## config.mk

```make
export PLATFORM = sky130hd
export DESIGN_NAME = lf_sub16_pipe
export DESIGN_NICKNAME = d
export VERILOG_FILES = /design/src/rtl/lf_sub16_pipe.sv
export SDC_FILE = /design/constraint.sdc
export NUM_CORES = 1
export LEC_CHECK = 0
export CAP_MARGIN = 20
export CORE_MARGIN = 2
export CORE_UTILIZATION = 30
export CTS_CLUSTER_DIAMETER = 80
export DETAILED_ROUTE_END_ITERATION = 12
export DONT_BUFFER_PORTS = 1
export PLACE_DENSITY = 0.52
export RECOVER_POWER = 100
export SLEW_MARGIN = 40
export SYNTH_ARGS = -nofsm -noshare
export SYNTH_HDL_FRONTEND = slang
export SYNTH_SLANG_ARGS = --single-unit
```

## constraint.sdc

```tcl
create_clock -name clk -period 4.5 [get_ports clk]
set_input_delay 0.45 -clock clk [delete_from_list [all_inputs] [get_ports clk]]
set_output_delay 0.45 -clock clk [all_outputs]
set_load 0.01 [all_outputs]
```

## src/rtl/lf_sub16_pipe.sv

```systemverilog
// Two-stage pipelined subtractor (a - b) on a Ladner-Fischer prefix carry tree.
// Stage 1 registers propagate/generate of a + ~b; stage 2 resolves carries and flags.
module lf_sub16_pipe #(
    parameter int unsigned WIDTH = 16
) (
    input  logic             clk,
    input  logic             rst,
    input  logic             in_valid,
    output logic             in_ready,
    input  logic [WIDTH-1:0] a,
    input  logic [WIDTH-1:0] b,
    output logic             out_valid,
    input  logic             out_ready,
    output logic [WIDTH-1:0] diff,
    output logic             borrow,
    output logic             ovf,
    output logic             zero
);

    localparam int unsigned LVL = $clog2(WIDTH);

    logic             s1_v_q, s1_v_d;
    logic [WIDTH-1:0] s1_p_q, s1_p_d;
    logic [WIDTH-1:0] s1_g_q, s1_g_d;
    logic             s1_amsb_q, s1_amsb_d;
    logic             s1_bmsb_q, s1_bmsb_d;
    logic             out_valid_q, out_valid_d;
    logic [WIDTH-1:0] diff_q, diff_d;
    logic             borrow_q, borrow_d;
    logic             ovf_q, ovf_d;
    logic             zero_q, zero_d;

    logic             s2_load;
    logic             accept;
    logic [WIDTH-1:0] gl [LVL+1];
    logic [WIDTH-1:0] pl [LVL+1];
    logic [WIDTH-1:0] gfin;
    logic [WIDTH-1:0] carry;
    logic [WIDTH-1:0] sum;
    int unsigned      j;

    assign s2_load  = s1_v_q & (~out_valid_q | out_ready);
    assign in_ready = ~s1_v_q | s2_load;
    assign accept   = in_valid & in_ready;

    // Carry-in of 1 enters as a grey cell at bit 0; odd columns get the
    // Sklansky-style tree, even columns are finished by one grey row.
    always_comb begin : prefix
        j         = 0;
        gl[0]     = s1_g_q;
        gl[0][0]  = s1_g_q[0] | s1_p_q[0];
        pl[0]     = s1_p_q;
        for (int unsigned k = 0; k < LVL; k++) begin
            gl[k+1] = gl[k];
            pl[k+1] = pl[k];
            for (int unsigned i = 0; i < WIDTH; i++) begin
                if ((i % 2 == 1) && (((i >> k) % 2) == 1)) begin
                    j           = ((i >> k) << k) - 1;
                    gl[k+1][i]  = gl[k][i] | (pl[k][i] & gl[k][j]);
                    pl[k+1][i]  = pl[k][i] & pl[k][j];
                end
            end
        end
        gfin = gl[LVL];
        for (int unsigned i = 2; i < WIDTH; i += 2) begin
            gfin[i] = gl[LVL][i] | (pl[LVL][i] & gl[LVL][i-1]);
        end
        carry = {gfin[WIDTH-2:0], 1'b1};
        sum   = (s1_p_q & ~s1_g_q) ^ carry;
    end

    always_comb begin : next_state
        s1_v_d      = s1_v_q;
        s1_p_d      = s1_p_q;
        s1_g_d      = s1_g_q;
        s1_amsb_d   = s1_amsb_q;
        s1_bmsb_d   = s1_bmsb_q;
        out_valid_d = out_valid_q;
        diff_d      = diff_q;
        borrow_d    = borrow_q;
        ovf_d       = ovf_q;
        zero_d      = zero_q;

        if (accept) begin
            s1_v_d    = 1'b1;
            s1_p_d    = a | ~b;
            s1_g_d    = a & ~b;
            s1_amsb_d = a[WIDTH-1];
            s1_bmsb_d = b[WIDTH-1];
        end else if (s2_load) begin
            s1_v_d = 1'b0;
        end

        if (s2_load) begin
            out_valid_d = 1'b1;
            diff_d      = sum;
            borrow_d    = ~gfin[WIDTH-1];
            ovf_d       = (s1_amsb_q ^ s1_bmsb_q) & (sum[WIDTH-1] ^ s1_amsb_q);
            zero_d      = (sum == '0);
        end else if (out_ready) begin
            out_valid_d = 1'b0;
        end
    end

    always_ff @(posedge clk) begin
        if (rst) begin
            s1_v_q      <= 1'b0;
            s1_p_q      <= '0;
            s1_g_q      <= '0;
            s1_amsb_q   <= 1'b0;
            s1_bmsb_q   <= 1'b0;
            out_valid_q <= 1'b0;
            diff_q      <= '0;
            borrow_q    <= 1'b0;
            ovf_q       <= 1'b0;
            zero_q      <= 1'b0;
        end else begin
            s1_v_q      <= s1_v_d;
            s1_p_q      <= s1_p_d;
            s1_g_q      <= s1_g_d;
            s1_amsb_q   <= s1_amsb_d;
            s1_bmsb_q   <= s1_bmsb_d;
            out_valid_q <= out_valid_d;
            diff_q      <= diff_d;
            borrow_q    <= borrow_d;
            ovf_q       <= ovf_d;
            zero_q      <= zero_d;
        end
    end

    assign out_valid = out_valid_q;
    assign diff      = diff_q;
    assign borrow    = borrow_q;
    assign ovf       = ovf_q;
    assign zero      = zero_q;

endmodule

```

* Yosys cells after proc, flatten, opt, wreduce, memory -nomap -nowiden
Index checks and enable logic that the tools add are counted.
** Word-level totals
- Flip-flop bits (word level) :: 55
- Output and inout port bits :: 21
** Cells by class
- Muxes and demuxes :: 4
- Bitwise operators :: 83
- Reduce and logical (&&, ||, !) cells :: 3
** Operators with widths (number)
- 1-bit AND :: 42
- 16-bit AND :: 2
- 16-bit inverter :: 2
- 1-bit bitwise OR :: 30
- 16-bit logical NOT :: 1
- 16-bit bitwise OR :: 1
- 16-bit bitwise XOR :: 1
- 1-bit 2-to-1 mux :: 4
- 2-bit nonzero test :: 2
- 1-bit inverter :: 3
- 1-bit bitwise XOR :: 2

* Longest topological paths before layout
- Word-level depth :: 14
- Gate-level depth with buffers :: 7
- Depth with buffers taken out :: 7

* Worst setup path before layout
OpenSTA, ideal clock, no wires.
- Kind :: register to register
- From :: reg s1_g_q[1]
- To :: reg zero_q (netlist: zero)
- Library setup time :: 0.120 ns
- Data arrival time :: 1.868 ns
- Data required time :: 4.380 ns
- Setup slack :: 2.512 ns
- Stages on the path, launching flop included :: 8
- Path buffers :: 0
- Period minus slack after synthesis :: 1.988 ns
- Cell sequence :: dfxtp_1 > or3_4 > o221a_4 > a21bo_2 > mux2_4 > o2111a_1 > o2111ai_1 > o21ai_1
** Between the ends
- Longest elaborated chain between the ends :: 11
- Elaborated cells between the ends (all ways) :: 31
- Those cells by class :: 30 x bitwise; 1 x reduce/logical
** Ends and longest elaborated chain
- start, declared :: line 24 : logic [WIDTH-1:0] s1_g_q, s1_g_d;
- start signal, assigned :: line 120 : s1_g_q <= s1_g_d;
- 1-bit bitwise OR :: line 59 : gl[k+1][i] = gl[k][i] | (pl[k][i] & gl[k][j]);
- 1-bit AND :: line 59
- 1-bit bitwise OR :: line 59
- 1-bit AND :: line 59
- 1-bit bitwise OR :: line 59
- 1-bit AND :: line 59
- 1-bit bitwise OR :: line 59
- 1-bit AND :: line 66 : gfin[i] = gl[LVL][i] | (pl[LVL][i] & gl[LVL][i-1]);
- 1-bit bitwise OR :: line 66
- 16-bit bitwise XOR (*) :: line 69 : sum = (s1_p_q & ~s1_g_q) ^ carry;
- 16-bit logical NOT (*) :: line 99 : zero_d = (sum == '0);
- end signal, assigned :: line 127 : zero_q <= zero_d;
- end, declared :: line 31 : logic zero_q, zero_d;
Every way passes the cells marked *; elsewhere a longest branch is shown, timed or not.
A chain may end at the register's enable or synchronous reset.

* Final worst setup path
- From :: reg out_valid_q (netlist: out_valid)
- To :: reg s1_p_q[10]
** Between the ends
- Longest elaborated chain between the ends :: 5
** Ends and longest elaborated chain
- start, declared :: line 27 : logic out_valid_q, out_valid_d;
- start signal, assigned :: line 123 : out_valid_q <= out_valid_d;
- 1-bit inverter :: line 42 : assign s2_load = s1_v_q & (~out_valid_q | out_ready);
- 1-bit bitwise OR :: line 42
- 1-bit AND :: line 42
- 1-bit bitwise OR :: line 43 : assign in_ready = ~s1_v_q | s2_load;
- named net in_ready :: line 9 : output logic in_ready,
- 1-bit AND :: line 44 : assign accept = in_valid & in_ready;
- end signal, assigned :: line 119 : s1_p_q <= s1_p_d;
- end, declared :: line 23 : logic [WIDTH-1:0] s1_p_q, s1_p_d;
The timed path passes the listed nets, and every way through them passes these cells.

==> flow_summary_export.csv <==
group,metric,value,unit
outcome,status,"finished with violations",
outcome,violations,"capacitance limit, slew limit",
synthesis,syn_avg_cell_area,7.941,um^2
synthesis,synthDominantCellAreaShare,40.42,%
synthesis,netlist_instances,343,
final_layout,fin_cells,444,
synthesis,synthSimpleGateAreaFrac,33.99,%
routing,firstDrtPassIters,4,
timing,finalSetupViolations,0,
critical_path,rrSetupSlack,1800,ps
timing,grt_setup_unrepaired,"false",
hold_path,holdPathEnd,"diff[7]$_SDFFE_PP0P_",
power_and_ir_drop,power_density,335.6,mW/mm^2
flow_run,cap_violations,1,
synthesis,synthTopCellsByArea,"dfxtp_1, a21oi_1, nand2_1, nor2_1, nor3b_1",
final_layout,drive_gt1_share,4.464,%
synthesis,synth_compound_area_share,18.10,%
critical_path,worst_r2r_endpoint,"s1_p_q[10]$_SDFFE_PP0P_",
hold_path,min_path_type,"input pin to flop",
routing,vias,2288,
clocking,postCtsSetupBuffers,0,
placement,dp_cells,436,
final_layout,design_area,0.002890,mm^2
timing,skew,6.873,ps
synthesis,synth.distinct_cells,44,
synthesis,yosys_warnings,0,
global_route,grt_max_degree,57,
critical_path,arrival,2920,ps
routing,drtAntennaViolNets,0,
critical_path,slowest_stage,"clkbuf_1",
critical_path,crit_buf_inv,1,
clocking,post_cts_resized,0,
critical_path,max_stage_delay,1220,ps
synthesis,async_reset_ff_share,0,%
synthesis,synth_xor_area_share,3.491,%
placement,dp_slack,2388,ps
global_route,overflow,0,
routing,drc_errors,0,
placement,place_area,0.002816,mm^2
global_route,grt_pass1_wl,11.23,mm
critical_path,reg2reg_depth,6,
routing,viasPerCell,5.153,
synthesis,seq_area_frac_synth,40.42,%
critical_path,worst_path_dominant_cell_family,"buffers and inverters",
timing,fin_crit_sh,60.06,%
global_route,groute.usage.overall,14.08,%
critical_path,crit_chain,"nor2b_1 > nand2_1 > nand2_1 > clkbuf_1 > nor3b_1 > a211oi_1",
die,dieArea,0.009858,mm^2
clocking,cts_made_buffers,5,
timing,finalWorstSetupSlack,1797,ps
clocking,clkTransAtPathRegs,100,ps
synthesis,synthMuxAreaShare,0.5512,%
die,fp-row-count,34,
synthesis,synth_ff_type,"dfxtp_1",
clocking,cts_root_buffer,"clkbuf_8",
final_layout,nNetsFinal,371,
synthesis,syn_area,0.002724,mm^2
critical_path,crit_required,4720,ps
clocking,clockBufferDepth,2,
timing,period_minus_slack,2703,ps
power_and_ir_drop,leakage,0.001031,uW
critical_path,setup.worst_path.start_class,"flop",
die,start_util,31.08,%
synthesis,synth_common_cells,"dfxtp_1, nand2_1, a21oi_1, nor2_1, nor3b_1",
routing,wl_per_cell,14.44,um
die,die_w,99.29,um
critical_path,endpoint_kind,"flop",
synthesis,synth_top_family_by_area,"simple AND/OR/NAND/NOR gates",
clocking,cts_tree,"built",
clocking,cts_num_sinks,55,
critical_path,path_class,"flop to flop",
synthesis,yosysTopAreaCell,"dfxtp_1",
die,ios,57,
power_and_ir_drop,max-vdd-ir-drop,0.1302,mV
placement,hpwl,4.562,mm
synthesis,synth_edf_count,0,
die,die_h,99.29,um
global_route,grt_pass1_vias,2321,
timing,max_freq,370.0,MHz
placement,gp_congestion,0.7915,
routing,drt_iter0_drc,83,
timing,final.setup.tns,0,ps
routing,routed_wl,6.412,mm
critical_path,r2r_start,"out_valid$_SDFFE_PP0P_",
final_layout,antenna_cells,0,
synthesis,synth-adder-area-share,0,%
placement,numPortBuffers,0,
critical_path,path_common_cell,"nand2_1",
clocking,hold_buffers,0,
timing,slew_viol_final,38,
final_layout,area_delta_synth_final,6.109,%
clocking,clk_latency,310,ps
hold_path,min_from,"rst",
timing,final-hold-violation-count,0,
clocking,cts_htree_levels,2,
synthesis,synth_most_common_cell,"dfxtp_1",
timing,timing.slew.headroom,-13.85,%
global_route,antenna_found_initial,0,
synthesis,syn_nets,379,
die,core_area,0.008763,mm^2
hold_path,hold_depth,1,
power_and_ir_drop,totalPowerFinal,970.1,uW
synthesis,ys_seq_elements,55,
timing,worst_pin_slew,1708,ps
critical_path,cp_max_fo,37,
per-stage QoR:
step                      hold WS, ps  utilization [%]
after floorplan                 439.5                -
after global placement          441.8            32.11
after detailed placement        450.4            32.14
after CTS                       183.6            33.28
after global routing            176.0            32.98
final                           196.9            32.98
worst max-delay path by stage:
stage / startpoint / end / slack [ps] / cells past startpoint
CTS: s1_g_q[1]$_SDFFE_PP0P_ / zero$_SDFFE_PP0P_ / 2370 / 7
global placement: s1_g_q[1]$_SDFFE_PP0P_ / zero$_SDFFE_PP0P_ / 2410 / 7
global route: out_valid$_SDFFE_PP0P_ / s1_p_q[10]$_SDFFE_PP0P_ / 1320 / 6
floorplan: s1_g_q[1]$_SDFFE_PP0P_ / zero$_SDFFE_PP0P_ / 2510 / 7
finish: out_valid$_SDFFE_PP0P_ / s1_p_q[10]$_SDFFE_PP0P_ / 1800 / 6
detailed placement: s1_g_q[1]$_SDFFE_PP0P_ / zero$_SDFFE_PP0P_ / 2390 / 7
where the power goes:
part | switching [uW] | internal, uW
clock network | 158 | 141
logic | 69.3 | 58.9
registers | 28.9 | 515
total | 256 | 714
cell type report:
cell class	count	area, um^2
Inverter	7	26.28
Fill cell	972	5873
Sequential cell	55	1101
Multi-Input combinational cell	263	1509
Clock buffer	8	100.1
Tap cell	108	135.1
Timing Repair Buffer	3	18.77
placed cells by master, fill, tap and decap left out, types with 8 or more instances in the layout:
master,count
nor3b_1,18
nor2b_1,16
nand2_1,43
a21oi_1,40
o21ai_0,8
dfxtp_1,55
nand3_1,9
nand3b_1,17
nor3_1,16
nor2_1,36
routing by layer:
| metal | track usage (%) | share of wire [%] | wire length, um |
|---|---|---|---|
| met2 | 21.41 | 43 | 2761 |
| met4 | 3.793 | 0.67 | 43 |
| met3 | 4.146 | 7.0 | 448 |
| met5 | 0 | 0 | 0 |
| met1 | 19.52 | 49 | 3160 |
kinds of logic after synthesis:
| family | Yosys count |
|---|---|
| flops | 55 |
| simple gates | 176 |
| xor+xnor | 10 |
| mux | 1 |
| buf+inv | 25 |
| compound gates | 76 |
Note: power is estimated with default switching activity, not from simulation.
